==> src/rtl/bp_pkg.sv <==
// Shared types and helpers for the branch prediction path (fetch BTB and execute-side resolve).
package bp_pkg;

  localparam int unsigned INSN_BYTES = 4;
  localparam int unsigned PC_BITS    = 20;

  typedef struct packed {
    logic [PC_BITS-1:0] pc;
    logic               taken;
    logic [PC_BITS-1:0] target;
  } bp_pred_t;

  // Fall-through PC; wraps modulo 2^PC_BITS.
  function automatic logic [PC_BITS-1:0] next_seq_pc(input logic [PC_BITS-1:0] pc);
    return pc + PC_BITS'(INSN_BYTES);
  endfunction

endpackage

==> src/rtl/pred_fifo.sv <==
// In-order circular buffer of fetch-time predictions awaiting resolution in EX.
module pred_fifo
  import bp_pkg::*;
#(
  parameter int unsigned DEPTH = 4,
  parameter int unsigned PTR   = 2
) (
  input  logic           clk,
  input  logic           rst,
  input  logic           push,
  input  logic           pop,
  input  logic           clear,
  input  bp_pred_t       din,
  output bp_pred_t       head,
  output logic           full,
  output logic           empty,
  output logic [PTR:0]   count
);

  bp_pred_t         mem_q [DEPTH];
  logic [PTR-1:0]   wr_ptr_q, wr_ptr_d;
  logic [PTR-1:0]   rd_ptr_q, rd_ptr_d;
  logic [PTR:0]     count_q, count_d;

  // Clear wins over push/pop; pointers wrap naturally since DEPTH is a power of two.
  always_comb begin
    wr_ptr_d = wr_ptr_q;
    rd_ptr_d = rd_ptr_q;
    count_d  = count_q;
    if (clear) begin
      wr_ptr_d = '0;
      rd_ptr_d = '0;
      count_d  = '0;
    end else begin
      if (push) wr_ptr_d = wr_ptr_q + PTR'(1);
      if (pop)  rd_ptr_d = rd_ptr_q + PTR'(1);
      case ({push, pop})
        2'b10:   count_d = count_q + (PTR+1)'(1);
        2'b01:   count_d = count_q - (PTR+1)'(1);
        default: count_d = count_q;
      endcase
    end
  end

  always_ff @(posedge clk) begin
    if (rst) begin
      wr_ptr_q <= '0;
      rd_ptr_q <= '0;
      count_q  <= '0;
    end else begin
      wr_ptr_q <= wr_ptr_d;
      rd_ptr_q <= rd_ptr_d;
      count_q  <= count_d;
    end
  end

  // Storage carries no reset; validity is tracked by count_q alone.
  always_ff @(posedge clk) begin
    if (push && !clear) mem_q[wr_ptr_q] <= din;
  end

  assign head  = mem_q[rd_ptr_q];
  assign full  = (count_q == (PTR+1)'(DEPTH));
  assign empty = (count_q == '0);
  assign count = count_q;

endmodule

==> src/rtl/branch_resolve_unit.sv <==
// Checks fetch-time predictions against EX outcomes, raises flush/redirect on mispredict,
// drives the BTB update strobe and keeps saturating branch statistics.
module branch_resolve_unit #(
  parameter int unsigned PC_BITS  = bp_pkg::PC_BITS,
  parameter int unsigned DEPTH    = 4,
  parameter int unsigned PTR      = 2,
  parameter int unsigned CNT_BITS = 16
) (
  input  logic                clk,
  input  logic                rst,
  input  logic                F_valid,
  input  logic [PC_BITS-1:0]  F_pc,
  input  logic                F_BP_taken,
  input  logic [PC_BITS-1:0]  F_BP_target_pc,
  input  logic                EX_valid,
  input  logic                EX_brn,
  input  logic [PC_BITS-1:0]  EX_pc,
  input  logic                EX_true_taken,
  input  logic [PC_BITS-1:0]  EX_alu_out,
  output logic                q_full,
  output logic                BP_upd_en,
  output logic                flush,
  output logic [PC_BITS-1:0]  redirect_pc,
  output logic [CNT_BITS-1:0] br_count,
  output logic [CNT_BITS-1:0] mis_count,
  output logic                err
);

  import bp_pkg::*;

  bp_pred_t           head, push_ent;
  logic               full, empty;
  logic [PTR:0]       count;
  logic               pop, push, mispredict_now, err_now;
  logic [PC_BITS-1:0] actual_pc, predicted_pc;

  logic                flush_q, flush_d;
  logic [PC_BITS-1:0]  redirect_q, redirect_d;
  logic [CNT_BITS-1:0] br_q, br_d, mis_q, mis_d;
  logic                err_q, err_d;

  pred_fifo #(.DEPTH(DEPTH), .PTR(PTR)) u_fifo (
    .clk   (clk),
    .rst   (rst),
    .push  (push),
    .pop   (pop),
    .clear (mispredict_now),
    .din   (push_ent),
    .head  (head),
    .full  (full),
    .empty (empty),
    .count (count)
  );

  // Resolution: compare the actual next PC with what fetch assumed for the head entry.
  always_comb begin
    push_ent       = '{pc: F_pc, taken: F_BP_taken, target: F_BP_target_pc};
    pop            = EX_valid && !empty;
    actual_pc      = (EX_brn && EX_true_taken) ? EX_alu_out : next_seq_pc(EX_pc);
    predicted_pc   = head.taken ? head.target : next_seq_pc(head.pc);
    mispredict_now = pop && (actual_pc != predicted_pc);
    push           = F_valid && (!full || pop) && !mispredict_now && !flush_q;
    err_now        = (EX_valid && (count == '0)) || (pop && (head.pc != EX_pc));
  end

  always_comb begin
    flush_d    = mispredict_now;
    redirect_d = redirect_q;
    br_d       = br_q;
    mis_d      = mis_q;
    err_d      = err_q || err_now;
    if (mispredict_now) redirect_d = actual_pc;
    if (pop && EX_brn && (br_q != '1)) br_d = br_q + CNT_BITS'(1);
    if (mispredict_now && EX_brn && (mis_q != '1)) mis_d = mis_q + CNT_BITS'(1);
  end

  always_ff @(posedge clk) begin
    if (rst) begin
      flush_q    <= 1'b0;
      redirect_q <= '0;
      br_q       <= '0;
      mis_q      <= '0;
      err_q      <= 1'b0;
    end else begin
      flush_q    <= flush_d;
      redirect_q <= redirect_d;
      br_q       <= br_d;
      mis_q      <= mis_d;
      err_q      <= err_d;
    end
  end

  assign q_full      = full;
  assign BP_upd_en   = EX_valid && EX_brn && !empty;
  assign flush       = flush_q;
  assign redirect_pc = redirect_q;
  assign br_count    = br_q;
  assign mis_count   = mis_q;
  assign err         = err_q;

endmodule

==> config.mk <==
export PLATFORM = sky130hd
export DESIGN_NAME = branch_resolve_unit
export DESIGN_NICKNAME = d
export VERILOG_FILES = /design/src/rtl/bp_pkg.sv /design/src/rtl/pred_fifo.sv /design/src/rtl/branch_resolve_unit.sv
export SDC_FILE = /design/constraint.sdc
export NUM_CORES = 1
export LEC_CHECK = 0
export CORE_MARGIN = 2
export CORE_UTILIZATION = 60
export DETAILED_ROUTE_END_ITERATION = 8
export PLACE_DENSITY = 0.88
export SLEW_MARGIN = 20
export SYNTH_ARGS = -nofsm -noshare
export SYNTH_HDL_FRONTEND = slang
export SYNTH_SLANG_ARGS = --single-unit
==> constraint.sdc <==
create_clock -name clk -period 16.23 [get_ports clk]
set_input_delay 4.869 -clock clk [delete_from_list [all_inputs] [get_ports clk]]
set_output_delay 4.869 -clock clk [all_outputs]
set_load 0.01 [all_outputs]
# Word level (Yosys, flattened, before mapping)
# Memories as Yosys holds them, arrays and structs flattened. A register that Yosys moved wholly into a read port is not among the register bits.
# Index checks and enable logic that the tools add are counted.
[op_classes] mux=7 n_eq_ne=7 n_reduce_logical=25 addsub=8
[op_table] op="20-bit by 3-bit adder with 20-bit output (second input constant)" n=2
[op_table] op="20-bit 2-to-1 mux" n=2
[op_table] op="20-bit != test" n=2
[op_table] op="16-bit by 1-bit adder with 16-bit output (second input constant)" n=2
[op_table] op="16-bit != test (second input constant)" n=2
[op_table] op="1-bit logical AND" n=15
[op_table] op="3-bit one-hot mux with 2 select lines" n=1
[op_table] op="2-bit by 1-bit adder with 2-bit output (second input constant)" n=2
[op_table] op="1-bit zero test" n=4
[op_table] op="2-bit 2-to-1 mux" n=2
[op_table] op="3-bit by 1-bit adder with 3-bit output (second input constant)" n=1
[op_table] op="3-bit equality test (second input constant)" n=1
[op_table] op="3-bit zero test" n=1
[op_table] op="1-bit logical OR" n=3
[op_table] op="3-bit by 1-bit subtractor with 3-bit output (second input constant)" n=1
[op_table] op="2-bit by 1-bit equality test with 1-bit output (second input constant)" n=1
[op_table] op="2-bit equality test (second input constant)" n=1
[op_table] op="1-bit 2-to-1 mux" n=2
[op_table] op="2-bit nonzero test" n=1
[op_table] op="2-bit OR reduction" n=1
[totals] ff_bits=61 out_inout_bits=56 mem_bits_rw=164 mem_count=1
[memory_table] name="u_fifo.mem_q" words=4 width=41 read_ports=1 rd_clocked_by_memory_dff=1 wr=1 line_no="pred_fifo.sv:20" rtl="bp_pred_t mem_q [DEPTH];"

# Depth between registers and ports, before layout
# Gate-level depths: netlist (run 1).
[logic_depth] word_depth=10 mapped_depth=22

# By module
# Synthesis (run 1) repeated with hierarchy kept, for this count alone.
[unflattened] cells_unflattened=787 area_unflattened_um2=10690.3
[modules_own_cells] mod="pred_fifo" seq_area_each_um2=5104.9 area_per_inst_um2=6411.1 n_inst=1 cells_each=264
[modules_own_cells] mod="branch_resolve_unit" seq_area_each_um2=1081.0 area_per_inst_um2=4279.1 n_inst=1 cells_each=523

# Worst setup path after synthesis (run 1)
# Ideal clock, no wire load.
[synth_path] path_type="input -> output" start="in EX_valid" end="out BP_upd_en" path_buffers=0 required_ps=11361 arrival_ps=5388 stages=4 path_slack_ps=5973 path_cell_list="nand2b_1 -> inv_1 -> nand2_1 -> inv_1"
[synth_via] elab_chain_len=2
[synth_rtl] item="start: declaration" line_no="branch_resolve_unit.sv:15" rtl="input logic EX_valid,"
[synth_rtl] item="1-bit logical AND (2 in series)" line_no="branch_resolve_unit.sv:94" rtl="assign BP_upd_en = EX_valid && EX_brn && !empty;"
[synth_rtl] item="end: declaration" line_no="branch_resolve_unit.sv:21" rtl="output logic BP_upd_en,"
# Every way passes these cells.

# Final worst setup path (run 1)
# Same ends and word-level chain as after synthesis.

==> results of run 1 <==
==> registers in the layout, summed over array words and instances, names as in the netlist, named ones only <==
register,flops
err,1
u_fifo.rd_ptr_q,2
br_count,16
mis_count,16
redirect_pc,20
u_fifo.mem_q,164
flush,1
u_fifo.wr_ptr_q,2
u_fifo.count,3
==> cells in the mapped netlist (all sizes together) (11+ instances only) <==
cell / n / share of area (%)
a21oi: 36 / 1.7
and3: 13 / 0.76
buf: 21 / 2.0
clkbuf: 16 / 0.56
dfxtp: 63 / 12
edfxtp: 164 / 46
inv: 12 / 0.42
mux2i: 14 / 1.3
mux4: 41 / 8.7
nand2: 51 / 1.8
nand3: 32 / 1.7
nand4: 23 / 1.7
nor2: 49 / 1.8
nor2b: 12 / 0.70
nor3: 14 / 0.74
nor4: 20 / 1.3
o21ai: 29 / 1.3
o31ai: 11 / 0.77
or3: 14 / 0.81
xnor2: 39 / 3.2
xor2: 38 / 3.1
==> where the power goes <==
| group | internal, mW | total (mW) | switching, mW |
|---|---|---|---|
| Combinational | 0.152 | 0.375 | 0.223 |
| Sequential | 0.710 | 0.737 | 0.0277 |
| Clock | 0.287 | 0.498 | 0.212 |
| Total | 1.15 | 1.61 | 0.462 |
==> final cells by class <==
cell class              instances  area [µm²]  share of cell area (%)
flip-flops and latches        227        6190                    47.8
multi-input cells             525        4270                    33.0
repair buffers                146        1450                    11.2
clock buffers                  32         631                    4.88
well taps                     225         282                    2.18
clock inverters                 9        72.6                   0.561
inverters                      12        45.0                   0.348
==> cells by family (layout without fill, tap and decap cells) <==
family | count (synthesis) | after routing | synth area share (%)
compound gates | 119 | 119 | 7.32
buf+inv | 49 | 199 | 2.97
simple gates | 253 | 253 | 13.1
mux | 64 | 64 | 11.1
xor+xnor | 79 | 79 | 6.70
fa+ha+maj | 10 | 10 | 1.23
flops | 227 | 227 | 57.5
==> worst register-to-register path, delay by kind of cell (launching register included) <==
kind / cells / cell delay, ns
buffers and inverters: 1 / 0.53
AND/OR/NAND/NOR: 5 / 2.71
multiplexers: 1 / 0.79
AO/OA/AOI/OAI: 2 / 1.05
XOR/XNOR: 1 / 0.14
flip-flops: 1 / 0.87
==> worst paths after layout <==
path,startpoint,end,slack (ns),depth (start not counted)
worst max-delay path,EX_valid,BP_upd_en,4.03,6
worst min-delay path,redirect_pc[8],redirect_pc[8],0.47,2
worst max register to register,register,u_fifo.mem_q[0][8],9.69,10
worst min register to register,redirect_pc[8],redirect_pc[8],0.47,2
==> routing by layer <==
metal	up-vias	wire length (µm)	GRT usage, %
met5	-	0	0
met4	0	1180	13.2
met3	84	2220	5.01
met2	372	12500	47.5
met1	3631	10100	35.7
li1	3370	-	-
==> through the flow <==
step / setup WS, ns / cell area, µm² / hold slack [ns] / utilization, % / std cells
floorplan: 5.97 / 10800 / 0.476 / - / 801
global placement: 4.10 / 12200 / 0.464 / 70.1 / 1135
detailed placement: 4.06 / 12200 / 0.469 / 70.1 / 1135
CTS: 4.06 / 12900 / 0.477 / 74.2 / 1176
global route: 3.83 / 12900 / 0.505 / 74.3 / 1176
finish: 4.03 / 12900 / 0.474 / 74.3 / 1176
==> metrics.md, run 1 <==
| Metric | Value |
|---|---|
| Port buffer count | `142` |
| CP arrival | `7.33 ns` |
| Syn Nets | `898` |
| Initial core utilization | `61.7%` |
| CTS tree | `done` |
| Max cap viols | `0` |
| Hold_buf cts | `0` |
| Setup TNS | `0 ns` |
| RSZ-0062 raised after global routing | `false` |
| Crit path required time | `11.36 ns` |
| Setup violators final | `0` |
| CP Launch Type | `input port` |
| WL/cell | `22.1 µm` |
| Fmax | `82.0 MHz` |
| FF+latch count, synth | `227` |
| Seq/Total Area, Yosys | `57.5%` |
| Slew Viols, Final | `0` |
| Vias in the first global route | `7471` |
| Synth Cell Area | `10800 µm²` |
| Power Density | `125 nW/µm²` |
| Status | `complete, no violations` |
| Rel. slew slack | `26.6%` |
| Syn Area/Cell | `13.4 µm²` |
| Die X | `138 µm` |
| Vias/cell | `6.34` |
| Antenna-violating nets left | `0` |
| GRT Util Overall | `28.2%` |
| Antenna Cells | `0` |
| Die height | `138 µm` |
| Site Rows | `48` |
| P_leak | `4.22 nW` |
| Total Power | `1.61 mW` |
| H-tree levels | `1` |
| DP HPWL | `17000 µm` |
| Final GP Congestion | `0.937` |
| Critical path's top delay family | `buffers and inverters` |
| Largest net degree at the start of global routing | `74` |
| CTS-repair resized insts | `0` |
| Final hold vios | `0` |
| EDFF count, synth | `164` |
| CP max stage delay | `0.57 ns` |
| Die area | `19000 µm²` |
| Gr ovfl total | `0` |
| Drt first pass iters | `5` |
| Tightest Pin Transition | `1.10 ns` |
| Buffer count from post-CTS setup fixing | `0` |
| IO Pins | `143` |
| Distinct cells, synth | `72` |
| Commonest non-fill, non-tap cell in the layout | `edfxtp_1` |
| Max FO, Critical Path | `22` |
| Yosys warnings | `0` |
| CP Capture Type | `primary output` |
| Highest-delay cell along the critical path | `clkdlybuf4s50_1` |
| Routed wire length | `26000 µm` |
| Layout cells sized above 1 | `11.8%` |
| Setup Skew | `0.0233 ns` |
| Clk buf depth | `3` |
| Crit-path cells | `clkdlybuf4s50_1 -> nand2b_1 -> inv_1 -> nand2_1 -> inv_1 -> clkdlybuf4s50_1` |
| Clock period minus worst slack | `12.20 ns` |
| Min-Delay Path Class | `reg -> reg` |
| First-pass GRT wire length | `40200 µm` |
| Final #Nets | `1032` |
| Clk_lat worst skew | `0.53 ns` |
| Vias | `7457` |
| Syn-to-layout area delta | `20.3%` |
| FFs w/ async S/R, synth | `0%` |
| Initial DRC count | `726` |
| Drt drc | `0` |
| Critical Setup Path Class | `in -> out` |
| Layout fillers | `1138` |
| Total CTS buffers | `23` |
| Commonest non-fill, non-tap cells in the layout | `edfxtp_1 (164), clkdlybuf4s50_1 (141), dfxtp_1 (61)` |
| Root Driver | `clkbuf_16` |
| Top FF cell, synth | `edfxtp_1` |
| Clk sinks | `227` |
| Initial antenna violation count | `0` |
| Cells after synthesis | `801` |
| Worst-path clk slew | `0.06 ns` |
| Worst path buffer plus inverter count | `4` |
| Final Cycle Share | `75.1%` |
| Core Area | `17400 µm²` |
| Peak supply drop | `0.126 mV` |
(Power assumes the default switching activity.)
==> inputs of run 2 (changes only) <==
--- a/config.mk
+++ b/config.mk
@@ -6,9 +6,9 @@
 export NUM_CORES = 1
 export LEC_CHECK = 0
 export CORE_MARGIN = 2
-export CORE_UTILIZATION = 60
+export CORE_UTILIZATION = 55
 export DETAILED_ROUTE_END_ITERATION = 8
-export PLACE_DENSITY = 0.88
+export PLACE_DENSITY = 0.82
 export SLEW_MARGIN = 20
 export SYNTH_ARGS = -nofsm -noshare
 export SYNTH_HDL_FRONTEND = slang
==> constraint.sdc (replaced) <==
create_clock -name clk -period 12.3 [get_ports clk]
set_input_delay 3.69 -clock clk [delete_from_list [all_inputs] [get_ports clk]]
set_output_delay 3.69 -clock clk [all_outputs]
set_load 0.01 [all_outputs]
==> run 2 against run 1 <==
Against the previous run:
- sequential cell count unchanged
- clock skew down 0.013 ns
- core utilization down 6.6 points
- cell area up 1.2%
- clock power up 46%
- largest cell class unchanged
==> metrics.md, run 2 (synthesis gave the netlist of run 1 again) <==
| Metric | Value |
|---|---|
| Status | `complete, no violations (unchanged)` |
| IO Pins | `143 (unchanged)` |
| Die X | `144 µm (was 138 µm)` |
| Layout fillers | `1386 (was 1138)` |
| CP arrival | `6.20 ns (was 7.33 ns)` |
| Min-Delay Path Class | `reg -> reg (unchanged)` |
| Initial core utilization | `55.6% (was 61.7%)` |
| Drt drc | `0 (unchanged)` |
| Initial DRC count | `571 (was 726)` |
| Fin area | `13100 µm² (was 12900 µm²)` |
| Crit path required time | `8.61 ns (was 11.36 ns)` |
| Non-filler instance count after layout | `1219 (was 1176)` |
| Syn-to-layout area delta | `21.7% (was 20.3%)` |
| Worst-path clk slew | `0.06 ns (about the same)` |
| Setup TNS | `0 ns (unchanged)` |
| Total CTS buffers | `24 (was 23)` |
| Final #Nets | `1033 (was 1032)` |
| Final GP Congestion | `0.969 (was 0.937)` |
| Die height | `144 µm (was 138 µm)` |
| Core Area | `19300 µm² (was 17400 µm²)` |
| Antenna-violating nets left | `0 (unchanged)` |
| Clk buf depth | `3 (unchanged)` |
| Slew Viols, Final | `0 (unchanged)` |
| DP HPWL | `17400 µm (was 17000 µm)` |
| Commonest non-fill, non-tap cell in the layout | `edfxtp_1 (unchanged)` |
| Port buffer count | `142 (unchanged)` |
| Root Driver | `clkbuf_16 (unchanged)` |
| P_leak | `4.27 nW (was 4.22 nW)` |
| Rel. slew slack | `41.4% (was 26.6%)` |
| Initial antenna violation count | `1 (was 0)` |
| Tightest Pin Transition | `0.879 ns (was 1.10 ns)` |
| Routed wire length | `25500 µm (was 26000 µm)` |
| First-pass GRT wire length | `39400 µm (was 40200 µm)` |
| Final hold vios | `0 (unchanged)` |
| Peak supply drop | `0.163 mV (was 0.126 mV)` |
| CTS tree | `done (unchanged)` |
| Die area | `20700 µm² (was 19000 µm²)` |
| Vias/cell | `5.99 (was 6.34)` |
| Clk_lat worst skew | `0.52 ns (was 0.53 ns)` |
| Final Cycle Share | `80.4%` |
| Commonest non-fill, non-tap cells in the layout | `edfxtp_1 (164), clkdlybuf4s50_1 (141), dfxtp_1 (61) (unchanged)` |
| Critical Setup Path Class | `in -> out (unchanged)` |
| CP Capture Type | `primary output (unchanged)` |
| WL/cell | `20.9 µm (was 22.1 µm)` |
| Clk sinks | `227 (unchanged)` |
| Buffer count from post-CTS setup fixing | `0 (unchanged)` |
| Site Rows | `51 (was 48)` |
| Drt first pass iters | `5 (unchanged)` |
| Setup violators final | `0 (unchanged)` |
| Pre-CTS setup slack | `2.47 ns (was 4.06 ns)` |
| Largest net degree at the start of global routing | `74 (unchanged)` |
| Clock period minus worst slack | `9.89 ns` |
| CTS-repair resized insts | `0 (unchanged)` |
| Vias | `7301 (was 7457)` |
| Power Density | `168 nW/µm² (was 125 nW/µm²)` |
| Gr ovfl total | `0 (unchanged)` |
| DP Area | `12300 µm² (was 12200 µm²)` |
| Max reg flops | `164 (unchanged)` |
| Reg with most FFs | `u_fifo.mem_q (unchanged)` |
| Layout cells sized above 1 | `12.4% (was 11.8%)` |
| RSZ-0062 raised after global routing | `false (unchanged)` |
| Max FO, Critical Path | `22 (unchanged)` |
| Setup Skew | `0.0107 ns (was 0.0233 ns)` |
| GRT Util Overall | `25.0% (was 28.2%)` |
| Hold_buf cts | `0 (unchanged)` |
| Fmax | `101 MHz` |
| Antenna Cells | `0 (unchanged)` |
| Vias in the first global route | `7137 (was 7471)` |
| H-tree levels | `1 (unchanged)` |
| Max cap viols | `0 (unchanged)` |
| Dpl cells | `1175 (was 1135)` |
| CP Launch Type | `input port (unchanged)` |
| Final worst slack | `2.41 ns (was 4.03 ns)` |
## run 2: changes by cell type in the layout (fill, tap and decap cells not counted), sizes merged
cell      change
clkinv        +2
bufinv        +1
clkinvlp      +1
inv           -1
## run 2: area by class of cell
type	instances	area, µm²	area share, %
Timing Repair Buffer	146	1450	11.1
Tap cell	265	332	2.53
Multi-Input combinational cell	525	4270	32.6
Inverter	12	45.0	0.344
Clock inverter	12	108	0.822
Clock buffer	32	697	5.32
Sequential cell	227	6190	47.3
## run 2: worst paths after layout
kind	startpoint	cells past startpoint	end	slack (ns)
hold / removal	redirect_pc[9]	2	redirect_pc[9]	0.48
hold reg to reg	redirect_pc[9]	2	redirect_pc[9]	0.48
setup / recovery	EX_valid	6	BP_upd_en	2.41
setup reg to reg	register	16	u_fifo.count[1]	6.47
## run 2: report_power, final
group / internal [mW] / switching, mW / total [mW]
clock: 0.439 / 0.291 / 0.729
combinational: 0.202 / 0.293 / 0.495
sequential: 0.935 / 0.0348 / 0.970
## run 2: through the flow
step                power [mW]  hold slack, ns  utilization [%]
global route              2.28           0.510             67.7
floorplan                 1.29           0.476                -
finish                    2.19           0.482             67.7
global placement          1.46           0.463             63.4
detailed placement        1.47           0.474             63.4
CTS                       2.20           0.483             67.6
## run 2: critical path, stage by stage
cell	delay (ns)
clkdlybuf4s50_1	0.52
nand2b_1	0.41
inv_1	0.57
nand2_1	0.24
inv_1	0.20
clkdlybuf4s50_1	0.56
## run 2: routing by layer
layer | up-vias | track usage [%] | wire length, µm
li1 | 3357 | - | -
met1 | 3545 | 33.7 | 10400
met2 | 329 | 40.7 | 12200
met3 | 68 | 4.67 | 2030
met4 | 2 | 9.80 | 913
met5 | - | 0 | 17
==> variant (settings of run 2) <==
Take the reset off `br_q` and load it in a clocked block of its own.
--- a/src/rtl/branch_resolve_unit.sv
+++ b/src/rtl/branch_resolve_unit.sv
@@ -80,3 +80,2 @@
       redirect_q <= '0;
-      br_q       <= '0;
       mis_q      <= '0;
@@ -86,3 +85,2 @@
       redirect_q <= redirect_d;
-      br_q       <= br_d;
       mis_q      <= mis_d;
@@ -90,2 +88,6 @@
     end
+  end
+
+  always_ff @(posedge clk) begin
+    br_q <= br_d;
   end
Function: differs if rst is asserted again (counterexample within 4 cycles, from zero or initial values and one cycle with rst high); with rst held inactive, the same outputs for 4 cycles.
==> variant against run 2 <==
Worst setup slack better by 0.22 ns. Utilization is 1.3 points higher. Sequential cell count unchanged. First-iteration DRC count is 0.53% lower. Die area is 0.80% lower. Critical path depth grew 1. Synthesized area down 0.83%. Final area down 0.37%. Routed wire length is 1.9% lower. Total power grew 0.36%. Via count decreased by 2.2%. Non-clock buffer count grew 7. Critical path type unchanged.
==> variant: results (changes against run 2) <==
GPL Wtd Cong=0.9549 (-1.4%); Routed met1 length=10040 um (-3.3%); syn_nets=872 (-2.9%); H-tree depth=1 (unchanged); register area share after synthesis=0.5951 (+0.01981); Synth area leaders=edfxtp_1 (51%), dfxtp_1 (8.8%), mux4_2 (8.7%); initial drt markers=568 (-0.53%); reg2reg end=u_fifo.count[2]$_SDFFE_PP0P_; mux cell area share after synthesis=0.1070 (-0.004119); Comb power=0.521 mW (+5.3%); CP Data Arrival Time=5.98 ns (-0.22 ns); switch share=0.2826 (+0.0005395); final WL=25010 um (-1.9%); largest net degree at the start of global routing=51 (-31%); Critical Path Fanout Max=28 (+27%); met1 Use GR=0.3395 (+0.002847); GR Util met3=0.04795 (+0.001303); Post-Synth Adder-Cell Area=0.01244 (+0.0001027); routed wl met3=2370 um (+17%); R2R cell count=20 (+4); fraction of synthesized cell area in xor and xnor cells=0.07181 (+0.004782); Max clock buf depth=3 (unchanged); synth cell count leaders=edfxtp_1 (180), dfxtp_1 (47), xnor2_1 (45); share of cells above drive strength 1=0.1237 (about the same); Critical Path Max Stage Delay=0.50 ns (-0.07 ns); FF-to-FF setup slack=6.66 ns (+0.19 ns); Rel. slew slack=0.3451 (-0.06910); leakage=4.222 nW (-1.1%); Placement Setup Slack=2.664 ns (+0.1987 ns); Nets=1012 (-2.0%); Placed Instance Area=12300 um^2 (+0.25%); Netlist cell types=70 (-2.8%); total CTS buffers=23 (-4.2%); slowest CP cell=clkdlybuf4s50_1; worst-case hold path end point=redirect_pc[2]$_SDFFE_PP0P_; maximum VDD drop=130.8 uV (-20%); GRT Overall Usage=0.2494 (-0.001057); status=finished clean; hpwl dp=17210 um (-1.1%); Max Clock Freq=103.4 MHz (+2.2%); FILL cells=1343 (-3.1%)
-- variant: changes by cell type after synthesis, sizes merged, moves of 7 or more --
cell           run 2  this run
dfxtp             63        47
edfxtp           164       180
nand2             51        35
nor2              49        37
and3              13         4
nand3             32        41
or4                4        12
nor2b             12         5
nor3              14        21
-- variant: critical path: cells and delay by family --
kind                   cells  cell delay, ns
buffers and inverters      5            1.83
and+or+nand+nor            2            0.46
-- variant: final cells by class --
class,instances,share of cell area
clock buffer,23,0.04414
timing repair buffer,153,0.1149
clock inverter,17,0.01295
tap,260,0.02495
inverter,18,0.005181
multi-input combinational,492,0.3110
sequential,227,0.4869
-- variant: through the flow --
step	cells	hold slack (ns)	utilization
floorplan	775	0.4622	-
global route	1190	0.5091	0.6902
CTS	1190	0.4828	0.6902
finish	1190	0.4841	0.6902
global placement	1150	0.4666	0.6508
detailed placement	1150	0.4738	0.6508
